### config.mk
export PLATFORM = sky130hd
export DESIGN_NAME = jdquant_dequant_core
export DESIGN_NICKNAME = d
export VERILOG_FILES = /design/src/rtl/jdquant_pkg.sv /design/src/rtl/jdquant_qtab_ram.sv /design/src/rtl/jdquant_dequant_core.sv
export SDC_FILE = /design/constraint.sdc
export NUM_CORES = 1
export LEC_CHECK = 0
export ABC_AREA = 0
export CORE_MARGIN = 8
export CORE_UTILIZATION = 40
export DETAILED_ROUTE_END_ITERATION = 6
export RECOVER_POWER = 100
export SLEW_MARGIN = 20
export SYNTH_ARGS = -nofsm -noshare
export SYNTH_HDL_FRONTEND = slang
export SYNTH_SLANG_ARGS = --single-unit
### constraint.sdc
create_clock -name clock -period 22 [get_ports clock]
set_input_delay 3.3 -clock clock [delete_from_list [all_inputs] [get_ports clock]]
set_output_delay 3.3 -clock clock [all_outputs]
set_load 0.01 [all_outputs]
### src/rtl/jdquant_pkg.sv
// Shared widths, FSM state type and output saturation limits for the dequantizer.
package jdquant_pkg;
    localparam int DW_DEF     = 16;
    localparam int QW_DEF     = 8;
    localparam int QDEPTH_DEF = 64;

    localparam int SAT_MAX = (2 ** (DW_DEF - 1)) - 1;
    localparam int SAT_MIN = -(2 ** (DW_DEF - 1));

    typedef enum logic {LOAD, RUN} fsmState_t;
endpackage

### src/rtl/jdquant_qtab_ram.sv
// Quantizer table storage: one synchronous write port, one asynchronous read port.
module jdquant_qtab_ram #(
    parameter int QW     = 8,
    parameter int QDEPTH = 64,
    localparam int AW    = $clog2(QDEPTH)
) (
    input  logic          clock,
    input  logic          we,
    input  logic [AW-1:0] waddr,
    input  logic [QW-1:0] wdata,
    input  logic [AW-1:0] raddr,
    output logic [QW-1:0] rdata
);
    // No reset: table contents deliberately survive reset.
    logic [QW-1:0] mem [QDEPTH];

    always_ff @(posedge clock) begin
        if (we) mem[waddr] <= wdata;
    end

    assign rdata = mem[raddr];
endmodule

### src/rtl/jdquant_dequant_core.sv
// Loads a zigzag quantizer table, then multiplies each coefficient by its entry with saturation.
module jdquant_dequant_core
    import jdquant_pkg::*;
#(
    parameter int DW     = DW_DEF,
    parameter int QW     = QW_DEF,
    parameter int QDEPTH = QDEPTH_DEF
) (
    input  logic                 clock,
    input  logic                 reset,
    input  logic [QW-1:0]        qtab_d,
    input  logic                 qtab_e,
    input  logic                 qtab_v,
    output logic                 qtab_b,
    input  logic signed [DW-1:0] inStream_d,
    input  logic                 inStream_e,
    input  logic                 inStream_v,
    output logic                 inStream_b,
    output logic signed [DW-1:0] outStream_d,
    output logic                 outStream_e,
    output logic                 outStream_v,
    input  logic                 outStream_b
);
    localparam int AW = $clog2(QDEPTH);
    localparam int PW = DW + QW;
    localparam logic signed [PW-1:0] SAT_HI = PW'(SAT_MAX);
    localparam logic signed [PW-1:0] SAT_LO = PW'(SAT_MIN);

    fsmState_t state, stateNext;
    logic [AW-1:0] widx, ridx;
    logic [QW-1:0] qEntry;
    logic inReady, qXfer, inXfer, outXfer;
    logic signed [PW-1:0] coefExt, qExt, prod;
    logic signed [DW-1:0] satD;

    // Transfer qualifiers derived from state directly, avoiding a loop through the _b outputs.
    assign inReady = ~(outStream_v & outStream_b);
    assign qXfer   = qtab_v & (state == LOAD);
    assign inXfer  = inStream_v & (state == RUN) & inReady;
    assign outXfer = outStream_v & ~outStream_b;

    jdquant_qtab_ram #(.QW(QW), .QDEPTH(QDEPTH)) uQtab (
        .clock (clock),
        .we    (qXfer & ~qtab_e),
        .waddr (widx),
        .wdata (qtab_d),
        .raddr (ridx),
        .rdata (qEntry)
    );

    always_ff @(posedge clock) begin
        if (reset) state <= LOAD;
        else       state <= stateNext;
    end

    always_comb begin
        stateNext  = state;
        qtab_b     = 1'b1;
        inStream_b = 1'b1;
        case (state)
            LOAD: begin
                qtab_b = 1'b0;
                if (qXfer && (qtab_e || (&widx))) stateNext = RUN;
            end
            RUN: begin
                inStream_b = ~inReady;
                if (inXfer && inStream_e) stateNext = LOAD;
            end
        endcase
    end

    always_ff @(posedge clock) begin
        if (reset) begin
            widx <= '0;
            ridx <= '0;
        end else begin
            if (qXfer) widx <= qtab_e ? '0 : widx + 1'b1;
            if (inXfer) ridx <= inStream_e ? '0 : ridx + 1'b1;
        end
    end

    // Signed coefficient times zero-extended table entry; the PW-bit product cannot overflow.
    always_comb begin
        coefExt = PW'(inStream_d);
        qExt    = PW'({1'b0, qEntry});
        prod    = coefExt * qExt;
        if (prod > SAT_HI)      satD = SAT_HI[DW-1:0];
        else if (prod < SAT_LO) satD = SAT_LO[DW-1:0];
        else                    satD = prod[DW-1:0];
    end

    // A new load wins over a drain in the same cycle, so a pass-through never drops a word.
    always_ff @(posedge clock) begin
        if (reset) begin
            outStream_v <= 1'b0;
            outStream_e <= 1'b0;
            outStream_d <= '0;
        end else if (inXfer) begin
            outStream_v <= 1'b1;
            outStream_e <= inStream_e;
            outStream_d <= inStream_e ? '0 : satD;
        end else if (outXfer) begin
            outStream_v <= 1'b0;
        end
    end
endmodule

# [Word level (Yosys, flattened, before mapping)]
# Memory sizes are Yosys's and may differ from the RTL's. A register that Yosys moved wholly into a read port is not among the register bits.
# Index checks and enable logic that the tools add are counted.
[op_classes] addsub=2 mul=1 order_cmp=2 mux=16 bitwise=10 reduce_logical=5
[ops] op="16-bit two-way mux" n=3
[ops] op="24-bit by 16-bit greater-than comparator with 1-bit output (second input constant)" n=1
[ops] op="24-bit by 16-bit < comparator with 1-bit output (second input constant)" n=1
[ops] op="16-bit by 9-bit multiplier with 24-bit output" n=1
[ops] op="6-bit two-way mux" n=4
[ops] op="6-bit by 1-bit adder with 6-bit output (second input constant)" n=2
[ops] op="1-bit two-way mux" n=8
[ops] op="1-bit AND" n=6
[ops] op="6-bit AND reduction" n=1
[ops] op="1-bit inverter" n=4
[ops] op="1-bit logical AND" n=2
[ops] op="1-bit one-hot mux with 2 select lines" n=1
[ops] op="2-bit nonzero test" n=1
[ops] op="1-bit logical OR" n=1
[totals] ff_bits=31 ram_bits=512 in_bits=31 wordCells=43 n_memories=1
[memory_table] name="uQtab.mem" words=64 width=8 read_ports=1 rd_ports_with_merged_regs=1 write_ports=1 line="jdquant_qtab_ram.sv:15" source="logic [QW-1:0] mem [QDEPTH];"

# [Logic depth before layout (Yosys ltp)]
# Gate-level depths: netlist (run 1).
[depth] word_depth=6 mapped_depth=27 mapped_depth_nobuf=23

# [By module]
# Synthesis (run 1) repeated with hierarchy kept, for this count alone.
[hier_totals] cells_unflattened=1652 area_unflattened_um2=26067.5
[modules_own_cells] module="jdquant_qtab_ram" n_inst=1 cells_each=932 area_each_um2=20006.7 seq_area_each_um2=15374.7
[modules_own_cells] module="jdquant_dequant_core" n_inst=1 cells_each=720 area_each_um2=6060.8 seq_area_each_um2=620.6

# [Worst setup path after synthesis (run 1)]
# Ideal clock, no wire load.
[synth_path] kind="input to register" from="input port inStream_d[15]" to="register outStream_d[0]" setup_time_ps=122 arrival_ps=8315 required_time_ps=21878 setup_slack_ps=13563 stages=18 n_path_buf=2 cell_sequence="clkbuf_1 -> nand2_1 -> fa_1 -> fa_1 -> inv_1 -> fa_1 -> inv_1 -> fa_1 -> inv_1 -> ha_1 -> buf_2 -> a21oi_1 -> o21ai_0 -> or3_1 -> a2111o_1 -> o41a_1 -> nor3b_4 -> a311o_1"
[synth_between] elab_chain_len=5 word_cells_on_any_way=6 cone_classes="mul: 1; order compare: 2; mux: 3"
[synth_rtl] element="start: declaration" line="jdquant_dequant_core.sv:15" source="input logic signed [DW-1:0] inStream_d,"
[synth_rtl] element="16-bit by 9-bit multiplier with 24-bit output *" line="jdquant_dequant_core.sv:86" source="prod = coefExt * qExt;"
[synth_rtl] element="24-bit by 16-bit < comparator with 1-bit output" line="jdquant_dequant_core.sv:88" source="else if (prod < SAT_LO) satD = SAT_LO[DW-1:0];"
[synth_rtl] element="16-bit two-way mux" line="jdquant_dequant_core.sv:88"
[synth_rtl] element="16-bit two-way mux *" line="jdquant_dequant_core.sv:87" source="if (prod > SAT_HI) satD = SAT_HI[DW-1:0];"
[synth_rtl] element="16-bit two-way mux *" line="jdquant_dequant_core.sv:101" source="outStream_d <= inStream_e ? '0 : satD;"
[synth_rtl] element="end signal: assignment" line="jdquant_dequant_core.sv:101"
[synth_rtl] element="end: declaration" line="jdquant_dequant_core.sv:19" source="output logic signed [DW-1:0] outStream_d,"
# Mark *: on every way between the ends. The rest lies on a longest branch, timed or not.
# A chain may end at the register's enable or synchronous reset.

==> results of run 1 <==
-- critical path, cell delays in order, from the launching register on --
cell	delay [ns]
dfxtp_1	1.17
buf_12	0.77
mux4_2	0.67
mux4_2	0.57
mux4_2	0.74
and2_1	0.28
fa_1	0.50
inv_1	0.05
fa_1	0.54
fa_1	0.45
fa_1	0.53
inv_1	0.06
ha_1	0.38
nand2_1	0.10
a211oi_1	0.22
nand2_1	0.12
a21oi_1	0.29
nor3_1	0.09
nor3_1	0.50
a41o_1	0.34
nor3b_1	0.73
a311o_1	0.27
-- cell type report --
type,instances,area share
Inverter,144,0.0188
Multi-Input combinational cell,760,0.307
Sequential cell,549,0.561
Clock inverter,25,0.00823
Tap cell,855,0.0372
Timing Repair Buffer,65,0.0190
Clock buffer,71,0.0485
-- power by group through the flow --
stage          logic (mW)  registers (mW)  clock network [mW]
2_1_floorplan       0.550            1.18                   0
3_3_place_gp        0.741            1.18                   0
6_report            0.743            1.16               0.864
3_5_place_dp        0.750            1.18                   0
4_1_cts             0.759            1.15               0.884
5_1_grt             0.844            1.16               0.920
-- final timing paths --
kind                                                     to  slack, ns
worst max-delay path            outStream_d[0]$_SDFFE_PP0P_      12.39
worst min-delay path               outStream_e$_SDFFE_PP0P_       0.46
worst max register to register  outStream_d[0]$_SDFFE_PP0P_      12.39
worst min register to register     outStream_e$_SDFFE_PP0P_       0.46
-- sequential cells by signal (all words and copies together) (netlist names), named ones only --
name and flops:
outStream_d 16, outStream_e 1, outStream_v 1, ridx 6
state 1, uQtab.mem 512, widx 6
-- synthesized netlist by cell type, types with 7 or more instances --
cell      count
dfxtp_1      37
clkbuf_1     35
inv_1       144
xor2_1       15
a221o_1       7
xnor2_1      12
fa_1        100
and2_1       67
a211oi_1     11
edfxtp_1    512
o21ai_0      12
a21oi_1      30
nor3_1        7
buf_2        15
nor2_1       87
nand3_1      14
mux4_2      168
nand2b_1      7
nand2_1     105
ha_1         49
-- logic make-up (layout without fill, tap and decap cells) --
| logic type | count (synthesis) | in the layout | share of synthesized area |
|---|---|---|---|
| flops | 549 | 549 | 0.625 |
| simple gates | 317 | 317 | 0.0587 |
| buf+inv | 206 | 305 | 0.0319 |
| mux | 169 | 169 | 0.147 |
| fa+ha+maj | 149 | 149 | 0.101 |
| compound gates | 98 | 98 | 0.0262 |
| xor+xnor | 27 | 27 | 0.00918 |
-- layer usage --
layer / share of wire / vias up / GRT usage
met4: 0.020 / 0 / 0.0426
li1: - / 5822 / -
met1: 0.42 / 6962 / 0.210
met2: 0.52 / 313 / 0.271
met3: 0.046 / 77 / 0.0220
met5: 0 / - / 0
-- stage by stage --
| step | total power, mW | setup WS [ns] | hold WS [ns] | cell area [sq um] |
|---|---|---|---|---|
| 2_1_floorplan | 1.73 | 13.56 | 0.463 | 25800 |
| 3_3_place_gp | 1.92 | 12.82 | 0.449 | 27200 |
| 3_5_place_dp | 1.93 | 12.73 | 0.456 | 27200 |
| 4_1_cts | 2.80 | 13.21 | 0.464 | 28800 |
| 5_1_grt | 2.92 | 11.60 | 0.495 | 28700 |
| 6_report | 2.76 | 12.39 | 0.458 | 28700 |
==> impl_metrics.toml, run 1 <==
[synthesis]
yosys_warnings = 0
yosysSeqAreaShare = 0.625
synth_top_cell_area_share = 0.597
ys_ff_latch = 549
async_reset_ff_frac = 0
synth_top_cell_by_area = "edfxtp_1"
synth_area_leaders = "edfxtp_1, mux4_2, fa_1, dfxtp_1, ha_1"
synth_fp_nets = 1695
yosysUniqueCellTypes = 55
synth_area_sq_um = 25800
synth_edf_count = 512
ys.flop_type = "edfxtp_1"
netlist_instances = 1515
syn_avg_cell_area_sq_um = 17.0

[floorplanning]
die_h_microns = 270
initial_utilization = 0.402
dieArea_sq_um = 72800
io_pins = 51
num_rows = 93
die-width_microns = 270
core_sq_um = 64100

[clock_tree]
htreeDepth = 2
insertion_delay_ns = 0.61
clockRootBuffer = "clkbuf_16"
clockBufferDepth = 3
cts.sinks = 549
path_clk_slew_ns = 0.06
cts_buffers = 53
ctsResizeCount = 0
post-cts-setup-buffers = 0
hold_buffers = 0
cts_tree = "yes"

[cells_and_area]
fill_cells = 5555
final_util = 0.448
final_cell_mix = "edfxtp_1, mux4_2, inv_1, nand2_1, fa_1"
fin_nets = 1753
final_common_cell = "edfxtp_1"
drive_above_1_share = 0.159
register_area_sq_um = 16100
syn2layout_area_growth_pct = 11.5
insertedDiodeCount = 0
stdcell_count = 2469
multi_input_area_sq_um = 8830

[min_path]
hp-class = "reg -> reg"
hp-start = "outStream_e$_SDFFE_PP0P_"
hold_depth = 2

[worst_setup_path]
cp_data_required_time_ns = 22.54
crit_path_start_kind = "flip-flop"
arrival_ns = 10.15
crit_type = "reg -> reg"
critPathMaxFanout = 112
reg2reg_depth = 21
end_kind = "flip-flop"

[job]
cap_violations = 8

[placement]
io_buffers = 50
dp.cells = 2373
hpwl_microns = 36900
gp_congestion = 0.788

[route]
drc = 0
viasPerCell = 5.34
wl_per_cell_microns = 23.2
wl_microns = 57200
vias = 13200
ant_nets = 0
first_iter_violations = 915
firstDrtPassIters = 5

[sta]
slew_headroom = -1.11
worstMarginPinSlew_ns = 3.17
rsz0062_at_grt = "no"
period_share = 0.437
fin_crit_ns = 9.61
fin_tns_setup_ns = 0
hold_viol = 0
setup_viol = 0
clock_skew_ns = 0.0255
fmax_ghz = 0.104
report.final.slew_viol_count = 520

[pwr]
ir_worst_vdd_v = 0.0000736
p_per_area_nw_per_um2 = 96.2
clkPwrFrac = 0.313
p_switching_mw = 0.821
swShare = 0.297
power_leakage_nw = 9.62
p_seq_frac = 0.418
intPower_mw = 1.94
combPwrFrac = 0.269

[global_routing]
grt_max_degree = 113
grt_usage = 0.158
grt_pass1_vias = 13900
antenna_found_initial = 2
grt_first_pass_wirelength_microns = 88000
gr-total-overflow = 0

[outcome]
status = "finished with violations"
violations = "max-capacitance violations, max-slew violations"
Note: power is estimated with default switching activity, not from simulation.
==> run 2: changes to the inputs <==
==> constraint.sdc (replaced) <==
create_clock -name clock -period 9.3 [get_ports clock]
set_input_delay 1.395 -clock clock [delete_from_list [all_inputs] [get_ports clock]]
set_output_delay 1.395 -clock clock [all_outputs]
set_load 0.01 [all_outputs]
==> impl_metrics.toml, run 2 (synthesized netlist as in run 1, its figures left out) <==
[min_path]
hp-class = "reg -> reg"
hold_depth = 2

[worst_setup_path]
critPathCapture = "outStream_d[10]$_SDFFE_PP0P_"
cp_data_required_time_ns = 9.77
r2r_slack_ns = 0.89
reg2reg_depth = 21
crit_path_start_kind = "flip-flop"
crit_type = "reg -> reg"
end_kind = "flip-flop"
rr_endpoint = "outStream_d[10]$_SDFFE_PP0P_"
arrival_ns = 8.87
critPathMaxFanout = 17

[sta]
fin_tns_setup_ns = 0
period_share = 0.904
hold_viol = 0
fin_crit_ns = 8.41
rsz0062_at_grt = "no"
slew_headroom = -1.02
fmax_ghz = 0.119
report.final.slew_viol_count = 538
worst_slack_ns = 0.893
setup_viol = 0
worstMarginPinSlew_ns = 3.03
clock_skew_ns = 0.0556

[floorplanning]
core_sq_um = 64100
die-width_microns = 270
dieArea_sq_um = 72800
initial_utilization = 0.402
io_pins = 51
num_rows = 93
die_h_microns = 270

[cells_and_area]
final_common_cell = "edfxtp_1"
drive_above_1_share = 0.166
largest_reg_flops = 512
fin_nets = 1753
syn2layout_area_growth_pct = 12.5
final_cell_mix = "edfxtp_1, mux4_2, inv_1, nand2_1, fa_1"
reg_top3 = "uQtab.mem: 512 flops, outStream_d: 16 flops"
regMostFlops = "uQtab.mem"

[route]
vias = 13400
ant_nets = 0
wl_per_cell_microns = 24.0
first_iter_violations = 982
wl_microns = 59400
drc = 0
viasPerCell = 5.40
firstDrtPassIters = 5

[global_routing]
grt_usage = 0.163
gr-total-overflow = 0
grt_first_pass_wirelength_microns = 90300
grt_max_degree = 65
antenna_found_initial = 5
grt_pass1_vias = 14100

[clock_tree]
insertion_delay_ns = 0.63
clockRootBuffer = "clkbuf_16"
cts_tree = "yes"
cts_buffers = 55
htreeDepth = 2
path_clk_slew_ns = 0.07
hold_buffers = 0
ctsResizeCount = 0
clockBufferDepth = 3
cts.sinks = 549
post-cts-setup-buffers = 0

[job]
cap_violations = 10

[pwr]
p_per_area_nw_per_um2 = 233
ir_worst_vdd_v = 0.000152
power_leakage_nw = 9.73

[outcome]
status = "finished with violations"
violations = "max-capacitance violations, max-slew violations"

[placement]
pre_cts_ws_ns = 1.23
gp_congestion = 0.818
io_buffers = 50
hpwl_microns = 39000
run 2: cell count changes in the layout (fill, tap and decap cells not counted), sizes merged:
cell      before  now
diode          0    1
inv          145  146
bufinv         4    7
clkinv        20   19
buf           12   11
clkinvlp       0    1
run 2: area by class of cell:
| cell class | instances | area, sq um |
|---|---|---|
| sequential | 549 | 16100 |
| timing repair buffer | 63 | 599 |
| inverter | 144 | 541 |
| multi-input combinational | 760 | 8830 |
| antenna | 1 | 2.50 |
| clock inverter | 29 | 383 |
| fill | 5507 | 35100 |
| clock buffer | 72 | 1450 |
| tap | 855 | 1070 |
run 2: stage by stage:
step	cells	utilization	power, mW	hold slack (ns)	instance area, sq um
6_report	2473	0.452	6.75	0.459	29000
5_1_grt	2472	0.452	7.11	0.488	29000
4_1_cts	2472	0.453	6.81	0.468	29000
3_5_place_dp	2371	0.424	4.56	0.459	27200
3_3_place_gp	2371	0.424	4.54	0.449	27200
2_1_floorplan	1515	-	4.08	0.463	25800
run 2: layer usage:
layer	vias to the layer above	global-route usage	routed length, microns
met5	-	0	27
met4	4	0.0452	1340
met3	88	0.0271	2960
met2	350	0.281	30300
met1	7109	0.212	24800
li1	5813	-	-
run 2: critical path, stage by stage, from the launching register on:
cell	delay, ns
dfxtp_4	0.56
clkbuf_2	0.56
mux4_2	0.59
mux4_2	0.53
mux4_2	0.73
and2_0	0.29
fa_1	0.53
fa_1	0.52
fa_1	0.54
inv_1	0.06
fa_1	0.48
inv_1	0.05
ha_1	0.38
o211ai_1	0.14
o211ai_1	0.26
and2_4	0.22
a21oi_1	0.08
xnor2_1	0.17
a2111o_1	0.40
o41a_1	0.54
nor3b_2	0.27
a221o_1	0.33
run 2: where the power goes:
part	switching [mW]	internal (mW)
logic	1.06	0.711
clock network	0.945	1.30
registers	0.0121	2.72
total	2.02	4.73
run 2: worst min-delay path by stage:
stage,to,startpoint
finish,outStream_e$_SDFFE_PP0P_,outStream_e$_SDFFE_PP0P_
global route,outStream_e$_SDFFE_PP0P_,outStream_e$_SDFFE_PP0P_
CTS,outStream_e$_SDFFE_PP0P_,outStream_e$_SDFFE_PP0P_
detailed placement,outStream_e$_SDFFE_PP0P_,outStream_e$_SDFFE_PP0P_
global placement,outStream_e$_SDFFE_PP0P_,outStream_e$_SDFFE_PP0P_
floorplan,flip-flop,ridx[1]$_SDFFE_PP0P_
